==> src/rtl/mem_bus_arbiter.sv <==
// mem_bus_arbiter
//   Shares the single main-memory port between the microcoded CPU controller
//   and a DMA/IO requester. Every access runs IDLE -> BUSY -> DONE: the winner's
//   request is latched on the grant edge, BUSY holds the memory enable for
//   WAIT_CYCLES+1 cycles, and DONE pulses the winner's ack for one cycle.
//   cpu_wait is the stall condition tested by the controller's wait branch.
//
// Ports
//   clk, rst                  rising-edge clock, synchronous active-high reset
//   cpu_req/we/addr/wdata     CPU request (req held until cpu_ack)
//   cpu_ack, cpu_wait         CPU completion pulse, CPU stall
//   dma_req/we/addr/wdata     DMA request (req held until dma_ack)
//   dma_ack                   DMA completion pulse
//   rdata                     read data, valid in the ack cycle, held until the next read completes
//   mem_en/we/addr/wdata      memory port, driven from the latched request
//   mem_rdata                 memory read data, sampled on the last BUSY cycle
//   busy                      high whenever the arbiter is not IDLE

module mem_bus_arbiter #(
    parameter int ADDR_W       = 12,
    parameter int DATA_W       = 16,
    parameter int WAIT_CYCLES  = 2,
    parameter int CPU_PRIORITY = 0
) (
    input  logic              clk,
    input  logic              rst,
    input  logic              cpu_req,
    input  logic              cpu_we,
    input  logic [ADDR_W-1:0] cpu_addr,
    input  logic [DATA_W-1:0] cpu_wdata,
    output logic              cpu_ack,
    output logic              cpu_wait,
    input  logic              dma_req,
    input  logic              dma_we,
    input  logic [ADDR_W-1:0] dma_addr,
    input  logic [DATA_W-1:0] dma_wdata,
    output logic              dma_ack,
    output logic [DATA_W-1:0] rdata,
    output logic              mem_en,
    output logic              mem_we,
    output logic [ADDR_W-1:0] mem_addr,
    output logic [DATA_W-1:0] mem_wdata,
    input  logic [DATA_W-1:0] mem_rdata,
    output logic              busy
);

    typedef enum logic [1:0] {
        IDLE = 2'd0,
        BUSY = 2'd1,
        DONE = 2'd2
    } state_t;

    localparam logic       GNT_CPU   = 1'b0;
    localparam logic       GNT_DMA   = 1'b1;
    localparam logic [3:0] WAIT_INIT = 4'(WAIT_CYCLES);

    state_t              state_q, state_d;
    logic [3:0]          cnt_q, cnt_d;
    logic                grant_q, grant_d;
    logic                last_grant_q, last_grant_d;
    logic                we_q, we_d;
    logic [ADDR_W-1:0]   addr_q, addr_d;
    logic [DATA_W-1:0]   wdata_q, wdata_d;
    logic [DATA_W-1:0]   rdata_q, rdata_d;

    logic                any_req;
    logic                winner;

    // Tie-break: fixed CPU priority, or alternate away from the last winner.
    always_comb begin
        any_req = cpu_req | dma_req;
        if (cpu_req && dma_req) begin
            winner = (CPU_PRIORITY != 0) ? GNT_CPU : ~last_grant_q;
        end else if (cpu_req) begin
            winner = GNT_CPU;
        end else begin
            winner = GNT_DMA;
        end
    end

    // State register plus the latched request and wait counter.
    always_ff @(posedge clk) begin
        if (rst) begin
            state_q      <= IDLE;
            cnt_q        <= 4'd0;
            grant_q      <= GNT_CPU;
            last_grant_q <= GNT_DMA;
            we_q         <= 1'b0;
            addr_q       <= '0;
            wdata_q      <= '0;
            rdata_q      <= '0;
        end else begin
            state_q      <= state_d;
            cnt_q        <= cnt_d;
            grant_q      <= grant_d;
            last_grant_q <= last_grant_d;
            we_q         <= we_d;
            addr_q       <= addr_d;
            wdata_q      <= wdata_d;
            rdata_q      <= rdata_d;
        end
    end

    // Next-state logic; requests are only looked at while IDLE.
    always_comb begin
        state_d = state_q;
        case (state_q)
            IDLE:    if (any_req) state_d = BUSY;
            BUSY:    if (cnt_q == 4'd0) state_d = DONE;
            DONE:    state_d = IDLE;
            default: state_d = IDLE;
        endcase
    end

    // Request latching on grant, wait countdown, read capture on the last BUSY cycle.
    always_comb begin
        cnt_d        = cnt_q;
        grant_d      = grant_q;
        last_grant_d = last_grant_q;
        we_d         = we_q;
        addr_d       = addr_q;
        wdata_d      = wdata_q;
        rdata_d      = rdata_q;
        case (state_q)
            IDLE: begin
                if (any_req) begin
                    grant_d      = winner;
                    last_grant_d = winner;
                    cnt_d        = WAIT_INIT;
                    we_d         = (winner == GNT_DMA) ? dma_we    : cpu_we;
                    addr_d       = (winner == GNT_DMA) ? dma_addr  : cpu_addr;
                    wdata_d      = (winner == GNT_DMA) ? dma_wdata : cpu_wdata;
                end
            end
            BUSY: begin
                if (cnt_q != 4'd0) begin
                    cnt_d = cnt_q - 4'd1;
                end else if (!we_q) begin
                    rdata_d = mem_rdata;
                end
            end
            default: ;
        endcase
    end

    // Outputs decode from the state; the ack goes only to the granted side.
    always_comb begin
        mem_en    = (state_q == BUSY);
        mem_we    = (state_q == BUSY) && we_q;
        mem_addr  = addr_q;
        mem_wdata = wdata_q;
        cpu_ack   = (state_q == DONE) && (grant_q == GNT_CPU);
        dma_ack   = (state_q == DONE) && (grant_q == GNT_DMA);
        busy      = (state_q != IDLE);
        rdata     = rdata_q;
        // Drops in the ack cycle so the controller's wait branch falls through.
        cpu_wait  = cpu_req && !cpu_ack;
    end

endmodule

==> config.mk <==
export PLATFORM = sky130hd
export DESIGN_NAME = mem_bus_arbiter
export DESIGN_NICKNAME = d
export VERILOG_FILES = /design/src/rtl/mem_bus_arbiter.sv
export SDC_FILE = /design/constraint.sdc
export NUM_CORES = 1
export LEC_CHECK = 0
export ABC_AREA = 1
export BUFFER_PORTS_ARGS = -buffer_cell sky130_fd_sc_hd__buf_4
export CAP_MARGIN = 20
export CORE_MARGIN = 1
export CORE_UTILIZATION = 35
export CTS_CLUSTER_SIZE = 10
export DETAILED_ROUTE_END_ITERATION = 10
export MAX_ROUTING_LAYER = met4
export PLACE_DENSITY = 0.75
export SLEW_MARGIN = 10
export SYNTH_ARGS = -nofsm -noshare
export SYNTH_HDL_FRONTEND = slang
export SYNTH_SLANG_ARGS = --single-unit
==> constraint.sdc <==
create_clock -name clk -period 1.6 [get_ports clk]
set_input_delay 0.16 -clock clk [delete_from_list [all_inputs] [get_ports clk]]
set_output_delay 0.16 -clock clk [all_outputs]
set_load 0.005 [all_outputs]
; ---- After elaboration in Yosys (flattened, before gate mapping)
; Cells that the tools add are included.
[classes]
n_addsub = 1
n_eq_ne = 5
n_mux = 11
n_bitwise = 5
n_reduce_logical = 15
[ops]
columns = cell, count
row1 = two-way mux 16 bit, 1
row2 = two-way mux 12 bit, 1
row3 = two-way mux 4 bit, 2
row4 = case mux 4 bit (2 select lines), 1
row5 = AND reduction 3 bit, 2
row6 = logical AND 1 bit, 5
row7 = logical NOT 4 bit, 1
row8 = two-way mux 2 bit, 2
row9 = "inequality test 2 x 1 -> 1 bit, second input constant", 2
row10 = inverter 1 bit, 4
row11 = case mux 2 bit (2 select lines), 1
row12 = AND reduction 2 bit, 2
row13 = nonzero test 2 bit, 2
row14 = nonzero test 4 bit, 1
row15 = "subtractor 4 x 1 -> 4 bit, second input constant", 1
row16 = two-way mux 1 bit, 3
row17 = "equality test 2 x 1 -> 1 bit, second input constant", 1
row18 = "equality test 2 bit, second input constant", 1
row19 = logical NOT 2 bit, 1
row20 = "inequality test 2 bit, second input constant", 1
row21 = logical NOT 1 bit, 1
row22 = OR 1 bit, 1
[totals]
ff_bits = 53
out_inout_bits = 50

; ---- Longest topological paths before layout
[logic_depth]
word_depth = 4
mapped_depth = 9
depth_no_buf = 8

; ---- Worst setup path after synthesis
; Ideal clock, no wire load.
[synth_path]
path_type = reg-to-reg
start = register cnt_q[0]
end = register rdata_q[0], in the netlist rdata[0]
setup_time_ps = 114
arrival_ps = 1178
t_required_ps = 1486
path_slack_ps = 308
path_stages_with_launch = 10
n_path_buf = 1
synth_period_minus_slack_ps = 1292
path_cell_list = dfxtp_1 -> inv_1 -> ha_1 -> nand2_1 -> inv_1 -> nand3_4 -> clkinv_2 -> buf_6 -> nor2_1 -> nor2_1
[synth_via]
elab_chain_cells = 3
[synth_lines]
columns = element, line_no
row1 = "start, declared", 58  ; logic [3:0] cnt_q, cnt_d;
row2 = "start signal, assigned", 94  ; cnt_q <= cnt_d;
row3 = nonzero test 4 bit, 136  ; if (cnt_q != 4'd0) begin
row4 = inverter 1 bit (no source line), n/a
row5 = AND reduction 3 bit (no source line), n/a
row6 = "end signal, assigned", 100  ; rdata_q <= rdata_d;
row7 = "end, declared", 64  ; logic [DATA_W-1:0] rdata_q, rdata_d;
; No other way between the ends.
; A chain may end at the register's enable or synchronous reset.

; ---- Worst setup path after layout
[layout_path]
start = register cnt_q[0]
end = register rdata_q[13], in the netlist rdata[13]
; The elaborated chain is that of the path after synthesis.

==> results.toml <==
[setup_path]
required_ns = 1.81
crit_path_max_fanout = 16
worst_r2r_startpoint = "cnt_q[0]$_SDFFE_PP0P_"
end_kind = "register"
worstPathArrival_ns = 1.61
crit_buf_inv = 3
crit_chain = "inv_1 -> ha_1 -> nand2_1 -> inv_1 -> nand3_4 -> clkinv_2 -> nor2_1 -> nor2_1"
rr_worst_depth = 8
critPathTopFamily = "flip-flops"
slowest_stage = "dfxtp_1"
crit_type = "register to register"
start_kind = "register"
max_stage_delay_ns = 0.38
rrSetupSlack_ns = 0.20
r2r_end = "rdata[13]$_SDFFE_PP0P_"

[floorplanning]
dieWidth_um = 82.5
ioPinCount = 128
die_h_um = 82.5
core_sq_um = 6100
start_util_pct = 37.2
die_area_sq_um = 6800
fp-row-count = 28

[drt]
remaining_drc_errors = 0
viasPerCell = 4.74
top_layer_used = "met4"
dr.pass1.iters = 4
num_vias = 2327
met2_length_mm = 2.96
drt_iter0_markers = 69
ant_nets = 0
wl_mm = 6.09
wl_per_cell_um = 12.4
met3_length_um = 464
m1WireLength_mm = 2.59

[synthesis]
yosysMostFrequentCell = "nor2_1"
yosysSeqAreaShare_pct = 46.8
syn_area_sq_um = 2270
synth_top_area_cell = "dfxtp_1"
ys_async_sr_fraction_pct = 0
synth-seq-cells = 53
synthesis.nets = 371
synth_area_leaders = "dfxtp_1 (47%), nor2_1 (12%), o21ai_0 (6.8%)"
syn_avg_cell_area_sq_um = 7.79
netlist_top_cells_count = "nor2_1 (72), dfxtp_1 (53), nand2_1 (41)"
ys_warn_count = 0
ys.flop_type = "dfxtp_1"
netlist_instances = 291
synth_edf_count = 0
yosysTopAreaCellShare_pct = 46.8
synth.distinct_cells = 24

[cts]
max-clock-path-buffers = 2
cts_tree = "yes"
ctsHoldBuffers = 0
cts.clk_slew.worst_paths_ns = 0.10
clock_sinks = 53
insertion_delay_ns = 0.30
post_cts.repair.setup_buffers = 0
numCtsBuffers = 5
cts_root_buf = "clkbuf_8"
htree_levels = 2
cts.repair.resized = 0

[hold_path]
hold_path.class = "primary input to register"
hp-start = "mem_rdata[14]"
min_delay_path_depth = 3
hold_end = "rdata[14]$_SDFFE_PP0P_"

[power]
p_leak_uw = 0.00157
power.density_nw_per_um2 = 1080
vdd_drop_max_mv = 0.496

[sta]
setup_viol = 0
worst_slew_margin_rel_pct = 67.9
worst_slew_pin_slew_ns = 0.481
finalCritPeriodShare_pct = 87.6
fmax_mhz = 714
clock-skew-final_ns = 0.00968
rsz0062_at_grt = "false"
finalCriticalPeriod_ns = 1.40
tns_ns = 0
hold_violations = 0
slew_viol_final = 0

[placement]
hpwlAfterDp_mm = 4.55
io_buffer_count = 127
dp_cells = 483
place_congestion = 0.824

[final_layout]
n_antenna_cell = 0
drive_above_1_share_pct = 38.9
synthToLayoutAreaGrowth_pct = 48.6
fin_nets = 495
fillers = 601
stdcell_count = 491

[flow_run]
maxCapViolCount = 0

[global_routing]
grt_pass1_vias = 2213
grt_max_degree = 32
antenna_found_initial = 0
gr-total-overflow = 0
grt_use_total_pct = 18.5
grt_pass1_wl_mm = 9.36

[status]
outcome = "complete, no violations"
==> worst min-delay path, stage by stage <==
cell	delay, ns
buf_4	0.08
o21bai_1	0.06
nor2_1	0.07
==> kinds of logic after synthesis <==
| group | share of synthesized area [%] |
|---|---|
| AOI/OAI and AO/OA | 22.3 |
| and+or+nand+nor | 21.9 |
| adders and majority gates | 1.10 |
| buffers and inverters | 7.90 |
| DFF | 46.8 |
==> layout by cell type (no fill, tap or decap) <==
| cell | instances |
|---|---|
| o21bai_1 | 16 |
| nand2_1 | 41 |
| o21ai_2 | 15 |
| buf_4 | 130 |
| nor2_2 | 1 |
| o21ai_1 | 15 |
| nand3_4 | 1 |
| inv_2 | 2 |
| buf_12 | 2 |
| o211ai_1 | 1 |
| nor2_4 | 2 |
| o22ai_1 | 1 |
| clkinv_2 | 2 |
| dfxtp_1 | 53 |
| nand3_1 | 3 |
| nor2_1 | 72 |
| ha_1 | 2 |
| a21oi_1 | 2 |
| o21ai_0 | 31 |
| inv_1 | 15 |
| nor3_1 | 2 |
| clkbuf_8 | 7 |
==> layout make-up <==
type | instances | area (sq um) | area share, %
Sequential cell | 53 | 1060 | 31.5
Tap cell | 75 | 93.8 | 2.79
Clock buffer | 7 | 96.3 | 2.86
Inverter | 18 | 68.8 | 2.04
Clock inverter | 1 | 5.00 | 0.149
Timing Repair Buffer | 132 | 1020 | 30.2
Multi-Input combinational cell | 205 | 1030 | 30.5
==> where the power goes <==
group	leakage, uW	internal (uW)	switching (uW)
logic	0.00108	585	552
clock network	0.0000542	392	441
registers	0.000437	1540	122
total	0.00157	2510	1120
==> per-layer routing <==
layer,global-route usage [%],up-vias
li1,-,1185
met1,20.1,1043
met2,33.0,92
met3,4.07,7
met4,6.49,0
met5,-,-
==> per-stage QoR <==
step	worst slack [ns]	instance area [sq um]	hold slack, ns	util [%]	power [uW]
floorplan	0.308	2270	0.312	-	2270
global placement	0.304	3270	0.404	53.6	2800
detailed placement	0.207	3270	0.416	53.6	2840
CTS	0.190	3370	0.0949	55.2	3670
global route	0.0746	3370	0.0917	55.2	3880
finish	0.199	3370	0.0968	55.2	3630
==> sequential cells by signal, indices dropped and copies added (netlist names) <==
signal and count:
mem_wdata 16, grant_q 1, last_grant_q 1, we_q 1, state_q 2, rdata 16, mem_addr 12, cnt_q 4
==> how the worst max path moves through the flow <==
stage / start / end / slack (ns) / cells past startpoint
5_1_grt: cnt_q[0]$_SDFFE_PP0P_ / rdata[7]$_SDFFE_PP0P_ / 0.07 / 8
2_1_floorplan: cnt_q[0]$_SDFFE_PP0P_ / rdata[0]$_SDFFE_PP0P_ / 0.31 / 9
3_5_place_dp: cnt_q[0]$_SDFFE_PP0P_ / rdata[13]$_SDFFE_PP0P_ / 0.21 / 8
3_3_place_gp: cnt_q[0]$_SDFFE_PP0P_ / rdata[0]$_SDFFE_PP0P_ / 0.30 / 8
4_1_cts: cnt_q[0]$_SDFFE_PP0P_ / rdata[13]$_SDFFE_PP0P_ / 0.19 / 8
6_report: cnt_q[0]$_SDFFE_PP0P_ / rdata[13]$_SDFFE_PP0P_ / 0.20 / 8
No activity file was read; power rests on OpenSTA's default activity.
